`config.mk`:
```
export PLATFORM = sky130hd
export DESIGN_NAME = arb_sram_stream_buffer
export DESIGN_NICKNAME = d
export VERILOG_FILES = /design/src/rtl/mio_stream_pkg.sv /design/src/rtl/stream_buf_mem.sv /design/src/rtl/arb_sram_stream_buffer.sv
export SDC_FILE = /design/constraint.sdc
export NUM_CORES = 1
export LEC_CHECK = 0
export BUFFER_PORTS_ARGS = -buffer_cell sky130_fd_sc_hd__buf_2
export CORE_AREA = 4 4 276 224
export CTS_CLUSTER_DIAMETER = 100
export DETAILED_ROUTE_END_ITERATION = 10
export DIE_AREA = 0 0 280 228
export GPL_TIMING_DRIVEN = 0
export SLEW_MARGIN = 10
export SYNTH_ARGS = -nofsm -noshare
export SYNTH_HDL_FRONTEND = slang
export SYNTH_SLANG_ARGS = --single-unit
```
`constraint.sdc`:
```
create_clock -name BUS_CLK -period 5.8 [get_ports BUS_CLK]
set_clock_uncertainty 0.15 [all_clocks]
set_input_delay 0.58 -clock BUS_CLK [delete_from_list [all_inputs] [get_ports BUS_CLK]]
set_output_delay 0.58 -clock BUS_CLK [all_outputs]
set_load 0.02 [all_outputs]
```
`src/rtl/mio_stream_pkg.sv`:
```
// Shared constants for the arbiter-to-SRAM stream path: word width,
// heartbeat word layout and the occupancy-counter width helper.
package mio_stream_pkg;

   localparam int WORD_W = 32;

   // Heartbeat words carry this tag in bits [31:28] above the sequence number.
   localparam logic [3:0] HB_IDENTIFIER = 4'b0111;
   localparam int HB_SEQ_W = 28;

   // Occupancy runs 0..depth inclusive, so it needs one more code than depth.
   function automatic int level_w(input int depth);
      return $clog2(depth + 1);
   endfunction

endpackage

```
`src/rtl/stream_buf_mem.sv`:
```
// Circular word store for the stream buffer. Write and read pointers wrap
// modulo DEPTH (a power of two); the head word is presented combinationally
// at the read pointer. Occupancy tracking and overflow protection belong to
// the instantiating block.
module stream_buf_mem
   import mio_stream_pkg::*;
#(
   parameter int DEPTH = 16,
   parameter int WIDTH = WORD_W
) (
   input  logic             i_clk,
   input  logic             i_rst_n,
   input  logic             i_wr_en,
   input  logic [WIDTH-1:0] i_wr_data,
   input  logic             i_rd_en,
   output logic [WIDTH-1:0] o_rd_data
);

   localparam int AW = $clog2(DEPTH);

   logic [WIDTH-1:0] r_mem [DEPTH];
   logic [AW-1:0]    r_wr_ptr;
   logic [AW-1:0]    r_rd_ptr;

   // Word storage write port.
   // NOTE: the array has no reset; stale contents are never observable
   // because the pointers are cleared and the head is masked while empty.
   always_ff @(posedge i_clk) begin
      if (i_wr_en) begin
         r_mem[r_wr_ptr] <= i_wr_data;
      end
   end

   // Pointer advance; natural overflow of the AW-bit counters is the wrap.
   // NOTE: sequential state uses non-blocking assignments so every flop
   // samples the pre-edge values of the others.
   always_ff @(posedge i_clk) begin
      if (!i_rst_n) begin
         r_wr_ptr <= '0;
         r_rd_ptr <= '0;
      end else begin
         if (i_wr_en) r_wr_ptr <= r_wr_ptr + AW'(1);
         if (i_rd_en) r_rd_ptr <= r_rd_ptr + AW'(1);
      end
   end

   assign o_rd_data = r_mem[r_rd_ptr];

endmodule

```
`src/rtl/arb_sram_stream_buffer.sv`:
```
// Elastic word buffer between the readout arbiter and the SRAM FIFO write
// port. Absorbs short write stalls, backpressures the arbiter through
// IN_READY and reports a registered occupancy with a near-full veto flag.
// Build option: define ARB_SRAM_HEARTBEAT_EN to insert periodic heartbeat
// words {4'b0111, seq[27:0]} every HB_PERIOD cycles while HB_ENABLE=1.
module arb_sram_stream_buffer
   import mio_stream_pkg::*;
#(
   parameter int DEPTH           = 16,
   parameter int NEAR_FULL_LEVEL = 12,
   parameter int HB_PERIOD       = 4096
) (
   input  logic                      BUS_CLK,
   input  logic                      BUS_RST,
   input  logic                      IN_VALID,
   input  logic [WORD_W-1:0]         IN_DATA,
   output logic                      IN_READY,
   input  logic                      OUT_READ_NEXT,
   output logic                      OUT_EMPTY,
   output logic [WORD_W-1:0]         OUT_DATA,
   output logic [level_w(DEPTH)-1:0] LEVEL,
   output logic                      NEAR_FULL,
   output logic                      READ_ERROR,
   input  logic                      HB_ENABLE
);

   localparam int            LW      = level_w(DEPTH);
   localparam logic [LW-1:0] DEPTH_L = LW'(DEPTH);
   localparam logic [LW-1:0] NF_L    = LW'(NEAR_FULL_LEVEL);

   logic [LW-1:0]     r_level;
   logic [LW-1:0]     w_level_nxt;
   logic              r_near_full;
   logic              r_read_error;
   logic              r_run;
   logic              w_empty;
   logic              w_not_full;
   logic              w_push;
   logic              w_pop;
   logic              w_wr_en;
   logic              w_hb_insert;
   logic [WORD_W-1:0] w_hb_word;
   logic [WORD_W-1:0] w_wr_data;
   logic [WORD_W-1:0] w_rd_data;

   // Handshakes derive only from registered state, never from IN_VALID.
   // r_run holds IN_READY low until the first edge out of reset.
   assign w_empty    = (r_level == '0);
   assign w_not_full = (r_level < DEPTH_L);
   assign IN_READY   = r_run && w_not_full && !w_hb_insert;
   assign w_push     = IN_VALID && IN_READY;
   assign w_pop      = OUT_READ_NEXT && !w_empty;
   assign w_wr_en    = w_push || w_hb_insert;
   assign w_wr_data  = w_hb_insert ? w_hb_word : IN_DATA;

`ifdef ARB_SRAM_HEARTBEAT_EN
   logic [31:0]         r_hb_cnt;
   logic                r_hb_pending;
   logic [HB_SEQ_W-1:0] r_hb_seq;
   logic [HB_SEQ_W-1:0] r_hb_word_seq;
   logic                w_hb_expire;

   assign w_hb_expire = HB_ENABLE && (r_hb_cnt == 32'(HB_PERIOD - 1));
   assign w_hb_insert = r_hb_pending && w_not_full;
   assign w_hb_word   = {HB_IDENTIFIER, r_hb_word_seq};

   // Period counter, sequence numbering and pending-insert flag. A pending
   // heartbeat waits while full; a further expiry merges into it but still
   // advances the sequence number.
   always_ff @(posedge BUS_CLK) begin
      if (!BUS_RST) begin
         r_hb_cnt      <= '0;
         r_hb_pending  <= 1'b0;
         r_hb_seq      <= '0;
         r_hb_word_seq <= '0;
      end else begin
         if (!HB_ENABLE || w_hb_expire) r_hb_cnt <= '0;
         else                           r_hb_cnt <= r_hb_cnt + 32'd1;

         if (w_hb_expire) r_hb_seq <= r_hb_seq + HB_SEQ_W'(1);
         if (w_hb_expire && (!r_hb_pending || w_hb_insert)) r_hb_word_seq <= r_hb_seq;

         if (!HB_ENABLE)       r_hb_pending <= 1'b0;
         else if (w_hb_expire) r_hb_pending <= 1'b1;
         else if (w_hb_insert) r_hb_pending <= 1'b0;
      end
   end
`else
   logic w_unused_hb;

   assign w_hb_insert = 1'b0;
   assign w_hb_word   = '0;
   assign w_unused_hb = HB_ENABLE & (HB_PERIOD > 0);
`endif

   // Next occupancy: a simultaneous write and pop leaves it unchanged.
   // NOTE: every output gets a default first so no path infers a latch.
   always_comb begin
      w_level_nxt = r_level;
      case ({w_wr_en, w_pop})
         2'b10:   w_level_nxt = r_level + LW'(1);
         2'b01:   w_level_nxt = r_level - LW'(1);
         default: w_level_nxt = r_level;
      endcase
   end

   // Occupancy, near-full flag and sticky underflow error.
   always_ff @(posedge BUS_CLK) begin
      if (!BUS_RST) begin
         r_run        <= 1'b0;
         r_level      <= '0;
         r_near_full  <= 1'b0;
         r_read_error <= 1'b0;
      end else begin
         r_run       <= 1'b1;
         r_level     <= w_level_nxt;
         r_near_full <= (w_level_nxt >= NF_L);
         if (OUT_READ_NEXT && w_empty) r_read_error <= 1'b1;
      end
   end

   stream_buf_mem #(
      .DEPTH (DEPTH),
      .WIDTH (WORD_W)
   ) u_mem (
      .i_clk     (BUS_CLK),
      .i_rst_n   (BUS_RST),
      .i_wr_en   (w_wr_en),
      .i_wr_data (w_wr_data),
      .i_rd_en   (w_pop),
      .o_rd_data (w_rd_data)
   );

   assign OUT_EMPTY  = w_empty;
   assign OUT_DATA   = w_empty ? '0 : w_rd_data;
   assign LEVEL      = r_level;
   assign NEAR_FULL  = r_near_full;
   assign READ_ERROR = r_read_error;

endmodule

```
## Word-level counts from Yosys, hierarchy flattened

Memories as Yosys holds them, arrays and structs flattened. A register that Yosys moved wholly into a read port is not among the register bits.
Index checks and enable logic that the tools add are counted.

| operators by class | value |
|---|---|
| add/subtract/negate cells | 4 |
| magnitude comparators | 2 |
| eq/ne operators | 2 |
| mux-type cells | 7 |
| reduce and logical (&&, ||, !) cells | 6 |

Operators with widths:

| kind | number |
|---|---|
| 32-bit two-way mux | 1 |
| 5-bit case mux with 2 select lines | 1 |
| 4-bit by 1-bit adder with 4-bit output (second input constant) | 2 |
| 4-bit two-way mux | 2 |
| 5-bit by 1-bit adder with 5-bit output (second input constant) | 1 |
| 5-bit by 4-bit greater-or-equal comparator with 1-bit output (second input constant) | 1 |
| 5-bit logical NOT | 1 |
| 5-bit less-than comparator (second input constant) | 1 |
| 5-bit by 1-bit subtractor with 5-bit output (second input constant) | 1 |
| 1-bit logical AND | 4 |
| 1-bit two-way mux | 3 |
| 2-bit by 1-bit equality test with 1-bit output (second input constant) | 1 |
| 2-bit equality test (second input constant) | 1 |
| 1-bit logical NOT | 1 |

| word-level totals | value |
|---|---|
| bits in registers | 16 |
| memory bits (writable) | 512 |
| input port bits | 37 |
| output and inout bits | 41 |
| memories kept | 1 |

Memories:

| memory | words | width | rd ports | clocked after memory_dff | write ports | line | RTL |
|---|---|---|---|---|---|---|---|
| u_mem.r_mem | 16 | 32 | 1 | 1 | 1 | stream_buf_mem.sv:21 | `logic [WIDTH-1:0] r_mem [DEPTH];` |

## Logic depth before layout (Yosys ltp)

Gate-level depths: netlist of the first run.

| logic depth | value |
|---|---|
| depth after elaboration | 6 |
| mapped depth | 13 |
| gate-level depth less buffers | 11 |

## Modules after synthesis

Synthesis of the first run repeated with hierarchy kept, for this count alone.

| second synthesis, totals | value |
|---|---|
| cell total of the unflattened synthesis | 934 |
| area, all modules | 20457.1 um^2 |

By module, submodules not included:

| module | instances | cells an instance | area each (um^2) | seq. area each (um^2) |
|---|---|---|---|---|
| stream_buf_mem | 1 | 845 | 19678.9 | 15615.0 |
| arb_sram_stream_buffer | 1 | 89 | 778.2 | 160.2 |

## Worst setup path before layout of the first run

Ideal clock, no wire load.

| timing | value |
|---|---|
| path type | flip-flop to flip-flop |
| start point | register r_level[4], in the netlist LEVEL[4] |
| end point | register r_near_full, in the netlist NEAR_FULL |
| arrival time | 2.691 ns |
| required time | 5.533 ns |
| setup slack | 2.842 ns |
| stages on the path, launching flop included | 14 |
| path through | dfxtp_1 -> nor2b_1 -> and2_1 -> clkbuf_1 -> inv_1 -> ha_1 -> clkbuf_1 -> xor2_1 -> ha_1 -> and3b_1 -> o21ai_0 -> a21oi_1 -> xor2_1 -> a22o_1 |

| on the way | value |
|---|---|
| longest elaborated chain between the ends | 6 |
| elaborated cells between the ends (all ways) | 12 |

RTL lines:

| element | line | RTL |
|---|---|---|
| start, declared | arb_sram_stream_buffer.sv:31 | `logic [LW-1:0] r_level;` |
| start signal, assigned | arb_sram_stream_buffer.sv:116 | `r_level <= w_level_nxt;` |
| 5-bit less-than comparator * | arb_sram_stream_buffer.sv:49 | `assign w_not_full = (r_level < DEPTH_L);` |
| 1-bit logical AND * | arb_sram_stream_buffer.sv:50 | `assign IN_READY = r_run && w_not_full && !w_hb_insert;` |
| net IN_READY | arb_sram_stream_buffer.sv:17 | `output logic IN_READY,` |
| 1-bit logical AND * | arb_sram_stream_buffer.sv:51 | `assign w_push = IN_VALID && IN_READY;` |
| 2-bit by 1-bit equality test with 1-bit output or 2-bit equality test (tied branches) | arb_sram_stream_buffer.sv:100 | `case ({w_wr_en, w_pop})` |
| 5-bit case mux with 2 select lines * | arb_sram_stream_buffer.sv:100 |  |
| 5-bit by 4-bit greater-or-equal comparator with 1-bit output * | arb_sram_stream_buffer.sv:117 | `r_near_full <= (w_level_nxt >= NF_L);` |
| end signal, assigned | arb_sram_stream_buffer.sv:117 |  |
| end, declared | arb_sram_stream_buffer.sv:33 | `logic r_near_full;` |

Mark *: on every way through the listed nets, which the timed path passes. The rest lies on a longest branch.
A chain may end at the register's enable or synchronous reset.

==> results of run 1 <==
-- critical path, delay by kind of cell, from the launching register on --
| family | cells | cell delay (ns) |
|---|---|---|
| buf+inv | 3 | 1.56 |
| flops | 1 | 0.35 |
| mux | 2 | 0.89 |
| simple gates | 1 | 0.17 |
-- layout make-up --
cell class                      instances  area (um2)  area share
Buffer                                 42         218     0.00917
Clock buffer                           69        1420      0.0597
Clock inverter                         28         201     0.00849
Sequential cell                       532       15800       0.665
Tap cell                              779         975      0.0411
Inverter                                4        15.0    0.000633
Multi-Input combinational cell        278        4440       0.187
Timing Repair Buffer                   92         701      0.0295
-- stage by stage --
| step | instances | cell area, um2 | setup WS (ns) | total power, mW | hold slack (ns) |
|---|---|---|---|---|---|
| final | 1824 | 23700 | 1.49 | 9.24 | 0.0771 |
| after global routing | 1824 | 23700 | 1.33 | 9.67 | 0.0701 |
| after CTS | 1824 | 23700 | 1.45 | 9.38 | 0.0399 |
| after detailed placement | 1727 | 22100 | 2.10 | 6.18 | 0.341 |
| after global placement | 1711 | 21800 | 1.88 | 6.15 | 0.320 |
| after floorplan | 856 | 20400 | 2.84 | 5.53 | 0.339 |
-- kinds of logic (layout without fill, tap and decap cells) --
| group | Yosys count | count (layout) | synth area share |
|---|---|---|---|
| flip-flops | 532 | 532 | 0.772 |
| multiplexers | 163 | 163 | 0.178 |
| AO/OA/AOI/OAI | 12 | 12 | 0.00380 |
| buffers and inverters | 46 | 235 | 0.0114 |
| adder cells (fa/ha/maj) | 8 | 8 | 0.00490 |
| AND/OR/NAND/NOR | 83 | 83 | 0.0245 |
| XOR/XNOR | 12 | 12 | 0.00515 |
-- registers in the layout, indices dropped and copies added, names as in the netlist, named ones only --
name	flops
READ_ERROR	1
u_mem.r_rd_ptr	4
NEAR_FULL	1
u_mem.r_mem	512
u_mem.r_wr_ptr	4
LEVEL	5
r_run	1
-- how the worst max path moves through the flow --
stage              from                  to  cells after the start
2_1_floorplan  LEVEL[4]           NEAR_FULL                     13
3_5_place_dp       flop        OUT_DATA[29]                      6
6_report           flop        OUT_DATA[10]                      6
5_1_grt            flop         OUT_DATA[9]                      6
4_1_cts            flop        OUT_DATA[29]                      6
3_3_place_gp   IN_VALID  u_mem.r_mem[9][16]                      6
-- report_power, final --
part           switching, mW  internal [mW]
Combinational           1.02          0.707
Clock                   1.40           1.81
Sequential            0.0333           4.28
-- placed cells by master, fill, tap and decap left out, types with 2 or more instances in the layout --
cell          n
nand2_1       6
clkbuf_1     37
inv_6         3
buf_2        82
clkbuf_16    53
and2_1        9
nor3_1        2
xor2_1        6
buf_4        10
clkinv_2      9
o21ai_0       2
clkbuf_8      3
mux4_2      160
clkinv_4      2
ha_1          8
bufinv_16     2
buf_12       16
nand4_1       2
buf_6         2
dfxtp_1      20
a21oi_1       4
inv_1         4
xnor2_1       6
clkinv_1     10
edfxtp_1    512
nor2_1        3
and3b_1       2
clkinvlp_4    2
and2_2       16
nor2b_1      40
mux2i_1       3
-- per-layer routing --
metal	routed length, um	GRT usage	part of all wire
met1	19900	0.201	0.45
met2	21800	0.227	0.49
met3	2150	0.0282	0.048
met5	13	0	0.00029
met4	704	0.0342	0.016
==> results.py, run 1 <==
metrics = {
    "cts": {
        "clk_pin_slew_ns": 0.06,
        "clock_sinks": 532,
        "cts_resized": 0,
        "worstSkewPairLatency_ns": 0.59,
        "postCtsSetupBuffers": 0,
        "ctsHoldBuffers": 0,
        "htreeDepth": 2,
        "numCtsBuffers": 52,
        "cts_root_buffer": "clkbuf_16",
        "cts_tree": "yes",
        "cts.path.max_buffers": 3,
    },
    "drt": {
        "detail_route.iter0.violations": 709,
        "wl_per_cell_um": 24.4,
        "via_per_inst": 5.02,
        "firstDrtPassIters": 4,
        "routed-via-count": 9148,
        "drc": 0,
        "antenna_left": 0,
        "postRouteWirelength_mm": 44.6,
    },
    "global_route": {
        "grt_usage": 0.142,
        "antenna_found_initial": 3,
        "grt_pass1_vias": 9616,
        "grt_overflow": 0,
        "grt_first_pass_wirelength_mm": 66.2,
        "grt_start_max_net_pins": 25,
    },
    "synthesis": {
        "yosysTopAreaCell": "edfxtp_1",
        "synthTopCellsByArea": "edfxtp_1 75%, mux4_2 18%, dfxtp_1 2.0%, nor2b_1 1.2%, and2_1 0.77%",
        "synth_cells": 856,
        "syn_area_um2": 20400,
        "synth.top_cells.by_count": "512 x edfxtp_1, 160 x mux4_2, 40 x nor2b_1",
        "async_flop_share": 0,
        "ys_warn_count": 0,
        "yosysTopAreaCellShare": 0.753,
        "synth_edf_count": 512,
        "ys_types": 30,
        "ys.flop_type": "edfxtp_1",
        "yosysMostFrequentCell": "edfxtp_1",
        "ys_seq_elements": 532,
        "syn_avg_cell_area_um2": 23.9,
        "seq_area_frac_synth": 0.772,
        "synth_fp_nets": 901,
    },
    "sta": {
        "slew_headroom": 0.313,
        "tightest_slew_ns": 1.03,
        "rsz0062_at_grt": "no",
        "slew_violations": 0,
        "timing.fmax_ghz": 0.232,
        "min_period_ns": 4.31,
        "fin_setup_tns_ns": 0,
        "finalSetupViolCount": 0,
        "fin_crit_sh": 0.742,
        "hold_violations": 0,
    },
    "cells_and_area": {
        "area_growth_pct": 16.2,
        "fin_nets": 1047,
        "drive_gt1_frac": 0.344,
        "utilization": 0.401,
        "antenna-diode-count": 0,
        "nFillCells": 5148,
    },
    "place": {
        "gp_congestion": 0.687,
        "portBuffers": 76,
        "dp_hpwl_mm": 27.4,
    },
    "floorplan": {
        "start_util": 0.345,
        "die_area_um2": 63800,
        "io_pins": 78,
        "coreArea_um2": 59200,
        "die_w_um": 280,
        "fp.dieH_um": 228,
        "fp-row-count": 80,
    },
    "power_and_ir_drop": {
        "irDropWorstVdd_mv": 0.237,
        "powerDensity_nw_per_um2": 389,
        "p_leak_nw": 7.35,
    },
    "setup_path": {
        "path_max_fanout": 10,
        "r2r_slack_ns": 2.87,
        "max_stage_delay_ns": 0.83,
        "cp-end-kind": "output pin",
        "timing.rr.start": "LEVEL[1]",
        "r2r_end": "NEAR_FULL",
        "worstRegToRegCells": 11,
        "worstSetupPathType": "reg -> out",
        "crit_path_start_kind": "flop",
        "cp_slowest_cell": "clkbuf_1",
        "crit_required_ns": 5.07,
        "cp.arrival_ns": 3.58,
        "crit_chain": "clkbuf_1 -> clkbuf_1 -> mux4_2 -> mux4_2 -> nor2b_1 -> buf_2",
    },
    "hold_path": {
        "min_to": "r_run",
        "hold_path_depth": 1,
        "min_path_type": "in -> reg",
        "min_from": "BUS_RST",
    },
    "job": {
        "cap_violations": 0,
    },
    "run_status": {
        "outcome": "finished, final reports clean",
    },
}
Note: power is estimated with default switching activity, not from simulation.
==> run 2: changes to the inputs <==
==> constraint.sdc (replaced) <==
create_clock -name BUS_CLK -period 4.25 [get_ports BUS_CLK]
set_clock_uncertainty 0.15 [all_clocks]
set_input_delay 0.425 -clock BUS_CLK [delete_from_list [all_inputs] [get_ports BUS_CLK]]
set_output_delay 0.425 -clock BUS_CLK [all_outputs]
set_load 0.02 [all_outputs]
==> run 2 against run 1 <==
Compared with the run above:
- final cell count is 0.11% higher
- die area is the same
- power is 37% higher
- global-route usage barely moved
- worst hold slack got worse by 0.020 ns
- cell area hardly changed
- combinational power increased by 37%
- wire length increased by 0.12%
- highest routed layer unchanged
==> results.py, run 2 (same netlist as run 1, synthesis figures left out) <==
metrics = {
    "run_status": {
        "outcome": "finished, final reports clean",
    },
    "sta": {
        "timing.fmax_ghz": 0.240,
        "slew_violations": 0,
        "min_period_ns": 4.17,
        "hold_violations": 0,
        "fin_crit_sh": 0.981,
        "rsz0062_at_grt": "no",
        "tightest_slew_ns": 1.02,
        "finalSetupViolCount": 0,
        "slew_headroom": 0.321,
        "finalWorstSetupSlack_ns": 0.0804,
        "fin_setup_tns_ns": 0,
    },
    "global_route": {
        "grt_usage": 0.142,
        "grt_overflow": 0,
        "grt_start_max_net_pins": 25,
        "grt_first_pass_wirelength_mm": 66.2,
        "grt_pass1_vias": 9629,
        "antenna_found_initial": 3,
    },
    "cts": {
        "clock_sinks": 532,
        "cts_root_buffer": "clkbuf_16",
        "numCtsBuffers": 52,
        "worstSkewPairLatency_ns": 0.59,
        "htreeDepth": 2,
        "clk_pin_slew_ns": 0.06,
        "cts_tree": "yes",
        "cts.path.max_buffers": 3,
    },
    "floorplan": {
        "io_pins": 78,
        "die_w_um": 280,
        "fp-row-count": 80,
        "start_util": 0.345,
        "fp.dieH_um": 228,
        "die_area_um2": 63800,
        "coreArea_um2": 59200,
    },
    "setup_path": {
        "cp_slowest_cell": "clkbuf_1",
        "crit_chain": "clkbuf_1 -> clkbuf_1 -> mux4_2 -> mux4_2 -> nor2b_1 -> buf_2",
        "worstSetupPathType": "reg -> out",
        "cp-end-kind": "output pin",
        "crit_path_start_kind": "flop",
        "cp.arrival_ns": 3.59,
        "path_max_fanout": 10,
        "crit_required_ns": 3.67,
        "max_stage_delay_ns": 0.83,
    },
    "power_and_ir_drop": {
        "powerDensity_nw_per_um2": 531,
        "irDropWorstVdd_mv": 0.323,
        "swShare": 0.265,
        "p_sw_mw": 3.34,
        "intPower_mw": 9.27,
        "p_comb_frac": 0.187,
        "p_seq_frac": 0.466,
        "p_leak_nw": 7.36,
        "power.share.clock": 0.347,
    },
    "cells_and_area": {
        "fin_nets": 1049,
        "area_growth_pct": 16.3,
        "largest_register": "u_mem.r_mem",
        "largest_reg_flops": 512,
        "antenna-diode-count": 0,
        "drive_gt1_frac": 0.345,
        "mostFrequentLayoutCells": "512 x edfxtp_1, 160 x mux4_2, 82 x buf_2, 53 x clkbuf_16, 40 x nor2b_1",
        "layout_commonest_cell": "edfxtp_1",
    },
    "hold_path": {
        "min_path_type": "in -> reg",
    },
    "drt": {
        "antenna_left": 0,
        "firstDrtPassIters": 4,
        "wl_per_cell_um": 24.4,
        "drc": 0,
        "via_per_inst": 5.01,
        "detail_route.iter0.violations": 687,
        "routed-via-count": 9144,
        "postRouteWirelength_mm": 44.6,
    },
    "place": {
        "dp_slack_ns": 0.707,
        "gp_congestion": 0.687,
        "dp_hpwl_mm": 27.4,
        "portBuffers": 76,
    },
    "job": {
        "cap_violations": 0,
    },
}
run 2: layer usage:
metal  routed length [um]  GRT usage  share of wire
met1                19700      0.201           0.44
met5                   13          0        0.00029
met3                 2400     0.0282          0.054
met2                21800      0.227           0.49
met4                  699     0.0342          0.016
run 2: timing repair:
action / in CTS / in global routing
buffers inserted: 0 / 0
gates resized for setup: 0 / 3
hold buffers: 2 / 0
hold endpoints to repair: 2 / 0
setup endpoints to repair: 0 / 10
run 2: metrics by stage:
| step | instance area, um2 | power (mW) | std cells | utilization | hold WS (ns) |
|---|---|---|---|---|---|
| floorplan | 20400 | 7.55 | 856 | - | 0.303 |
| global placement | 21800 | 8.40 | 1711 | 0.368 | 0.320 |
| detailed placement | 22100 | 8.43 | 1727 | 0.374 | 0.341 |
| CTS | 23800 | 12.8 | 1826 | 0.402 | 0.0155 |
| global route | 23800 | 13.2 | 1826 | 0.402 | 0.0358 |
| finish | 23800 | 12.6 | 1826 | 0.402 | 0.0569 |
run 2: power groups by stage:
stage	logic (mW)	clock network, mW	registers [mW]
2_1_floorplan	1.53	0	6.02
6_report	2.36	4.38	5.88
5_1_grt	2.57	4.73	5.89
3_5_place_dp	2.44	0	5.99
3_3_place_gp	2.40	0	5.99
4_1_cts	2.44	4.49	5.88
run 2: worst paths after layout:
path              slack [ns]                end        from  depth (start not counted)
setup reg to reg        1.31          NEAR_FULL    LEVEL[1]                         11
setup / recovery        0.08       OUT_DATA[29]        flop                          6
hold reg to reg         0.35         READ_ERROR  READ_ERROR                          2
hold / removal          0.06  u_mem.r_mem[7][7]  IN_DATA[7]                          1
run 2: layout make-up:
class                   count  area [um2]
plain buffers              42         219
clock buffers              69        1420
clock inverters            28         201
fillers                  5146       35400
inverters                   4        15.0
multi-input cells         278        4440
flip-flops and latches    532       15800
well taps                 779         975
repair buffers             94         721
run 2: worst max-delay path, delay by kind of cell (launching register included):
family / cells / cell delay (ns)
simple gates: 1 / 0.17
buf+inv: 3 / 1.55
mux: 2 / 0.92
flops: 1 / 0.36
==> run 3: changes to the inputs <==
--- a/config.mk
+++ b/config.mk
@@ -14,4 +14,5 @@
 export SLEW_MARGIN = 10
 export SYNTH_ARGS = -nofsm -noshare
 export SYNTH_HDL_FRONTEND = slang
+export SYNTH_HIERARCHICAL = 1
 export SYNTH_SLANG_ARGS = --single-unit
==> run 3 against run 2 <==
Compared with the run above:
- worst setup slack improved by 0.51 ns
- utilization increased by 0.10 points
- via count up 6.2%
- worst hold slack gained 0.028 ns
- final cell count up 3.9%
- synthesized cell count is 9.1% higher
- critical path depth is 1 higher
- highest routed layer is now met4
==> results.py, run 3 <==
metrics = {
    "synthesis": {
        "ys_seq_elements": 532,
        "synth-adder-area-share": 0.00489,
        "yosys.area_share.simple": 0.0352,
        "yosysTopAreaCellShare": 0.752,
        "synth.top_cells.by_count": "512 x edfxtp_1, 128 x mux4_2, 65 x a22oi_1",
        "yosysTopAreaCell": "edfxtp_1",
        "synth_fp_nets": 979,
        "seq_area_frac_synth": 0.771,
        "ys.flop_type": "edfxtp_1",
        "synthTopCellsByArea": "edfxtp_1 75%, mux4_2 14%, a22oi_1 2.4%, dfxtp_1 2.0%, and2_1 1.1%",
        "synth_compound_area_frac": 0.0264,
        "synth_top_family_by_area": "multiplexers",
        "yosysMostFrequentCell": "edfxtp_1",
        "syn_area_um2": 20500,
        "synthMuxAreaShare": 0.143,
        "synth_edf_count": 512,
        "syn_avg_cell_area_um2": 21.9,
        "synth-xor-area-share": 0.00557,
        "ys_types": 35,
        "ys_warn_count": 6,
        "synth_cells": 934,
        "async_flop_share": 0,
    },
    "sta": {
        "tightest_slew_ns": 0.957,
        "rsz0062_at_grt": "no",
        "slew_violations": 0,
        "min_period_ns": 3.66,
        "hold_violations": 0,
        "fin_crit_sh": 0.861,
        "timing.fmax_ghz": 0.273,
        "fin_setup_tns_ns": 0,
        "whs_ns": 0.0851,
        "finalSetupViolCount": 0,
        "slew_headroom": 0.362,
    },
    "cts": {
        "postCtsSetupBuffers": 0,
        "clk_pin_slew_ns": 0.06,
        "htreeDepth": 2,
        "cts_tree": "yes",
        "cts.path.max_buffers": 3,
        "clock_sinks": 532,
        "cts_root_buffer": "clkbuf_16",
        "numCtsBuffers": 51,
        "worstSkewPairLatency_ns": 0.56,
    },
    "drt": {
        "drc": 0,
        "postRouteWirelength_mm": 45.4,
        "detail_route.iter0.violations": 796,
        "routed-via-count": 9713,
        "firstDrtPassIters": 5,
        "via_per_inst": 5.12,
        "antenna_left": 0,
        "wl_per_cell_um": 23.9,
    },
    "floorplan": {
        "fp-row-count": 80,
        "start_util": 0.346,
        "fp.dieH_um": 228,
        "coreArea_um2": 59200,
        "io_pins": 78,
        "die_w_um": 280,
        "die_area_um2": 63800,
    },
    "hold_path": {
        "min_path_type": "in -> reg",
        "min_from": "IN_DATA[3]",
    },
    "cells_and_area": {
        "layout_commonest_cell": "edfxtp_1",
        "drive_gt1_frac": 0.314,
        "fin_nets": 1126,
        "mostFrequentLayoutCells": "512 x edfxtp_1, 128 x mux4_2, 85 x buf_2, 65 x a22oi_1, 54 x clkbuf_16",
        "utilization": 0.403,
        "largest_register": "u_mem/r_mem",
        "largest_reg_flops": 512,
        "area_growth_pct": 16.4,
        "nFillCells": 5183,
    },
    "power_and_ir_drop": {
        "irDropWorstVdd_mv": 0.246,
        "powerDensity_nw_per_um2": 537,
        "p_leak_nw": 7.57,
        "total_power_mw": 12.8,
    },
    "setup_path": {
        "crit_required_ns": 3.67,
        "crit_path_start_kind": "flop",
        "path_delay_family": "buffers and inverters",
        "crit_chain": "buf_2 -> buf_1 -> mux4_2 -> a22oi_1 -> nand2_1 -> and2_4 -> buf_2",
        "timing.rr.start": "LEVEL[1]",
        "crit_buf_inv": 3,
        "worstSetupPathType": "reg -> out",
        "cp.arrival_ns": 3.08,
        "max_stage_delay_ns": 0.76,
        "cp_slowest_cell": "buf_1",
        "path_max_fanout": 10,
        "cp-end-kind": "output pin",
        "crit_top_cell": "buf_2",
    },
    "global_route": {
        "grt_overflow": 0,
        "grt_first_pass_wirelength_mm": 67.5,
        "grt_pass1_vias": 10100,
        "antenna_found_initial": 2,
        "grt_start_max_net_pins": 24,
        "grt_usage": 0.142,
    },
    "place": {
        "gp_congestion": 0.699,
        "portBuffers": 76,
        "dp_hpwl_mm": 28.3,
    },
    "job": {
        "cap_violations": 0,
    },
    "run_status": {
        "outcome": "finished, final reports clean",
    },
}
## run 3: changes by cell type in the layout (fill, tap and decap cells not counted), moves of 9 or more
cell and delta:
and2_4 +22, buf_1 +9, a22oi_1 +64, and2_1 +12
nand2_1 +32, mux4_2 -32, nor2b_1 -30
## run 3: through the flow
step	cell area (um2)	instances	worst slack (ns)
6_report	23800	1898	0.591
5_1_grt	23800	1897	0.428
4_1_cts	23800	1897	0.550
3_5_place_dp	22200	1805	0.867
3_3_place_gp	21800	1789	0.649
2_1_floorplan	20500	934	1.09
## run 3: path summary, 6_finish.rpt
kind / end / slack [ns] / cells past startpoint
max: OUT_DATA[27] / 0.59 / 7
min: u_mem/r_mem[15][3] / 0.09 / 1
max reg2reg: NEAR_FULL / 0.89 / 14
min reg2reg: READ_ERROR / 0.35 / 2
## run 3: cell families after synthesis
family | Yosys count
multiplexers | 132
adder cells (fa/ha/maj) | 8
buffers and inverters | 54
flip-flops | 532
AO/OA/AOI/OAI | 73
XOR/XNOR | 13
AND/OR/NAND/NOR | 122
## run 3: per-layer routing
layer	up-vias	wire, um	global-route usage
met3	59	2520	0.0227
met1	5207	20900	0.210
met4	0	732	0.0323
li1	4170	-	-
met5	-	0	0
met2	277	21300	0.223
## run 3: where the power goes
part	total, mW	internal [mW]	switching [mW]
Combinational	2.56	1.14	1.42
Clock	4.34	2.48	1.86
Sequential	5.88	5.84	0.0462
## run 3: final cells by class
class	count	area, um2	area share
Clock buffer	68	1430	0.0602
Tap cell	779	975	0.0409
Buffer	50	270	0.0113
Multi-Input combinational cell	348	4420	0.185
Antenna cell	1	2.50	0.000105
Timing Repair Buffer	94	773	0.0325
Inverter	4	15.0	0.000630
Sequential cell	532	15800	0.662
Clock inverter	22	158	0.00662
## run 3: what timing repair did
| item | CTS | global route |
|---|---|---|
| gates resized for setup | 0 | 0 |
| hold buffers | 2 | 0 |
| endpoints found under the hold margin | 2 | 0 |
## run 3: worst reg2reg max path: cells and delay by family, from the launching register on
family / cells / cell delay, ns
xor+xnor: 2 / 0.30
flops: 1 / 0.32
simple gates: 4 / 1.06
compound gates: 3 / 0.55
buf+inv: 3 / 0.46
fa+ha+maj: 2 / 0.44
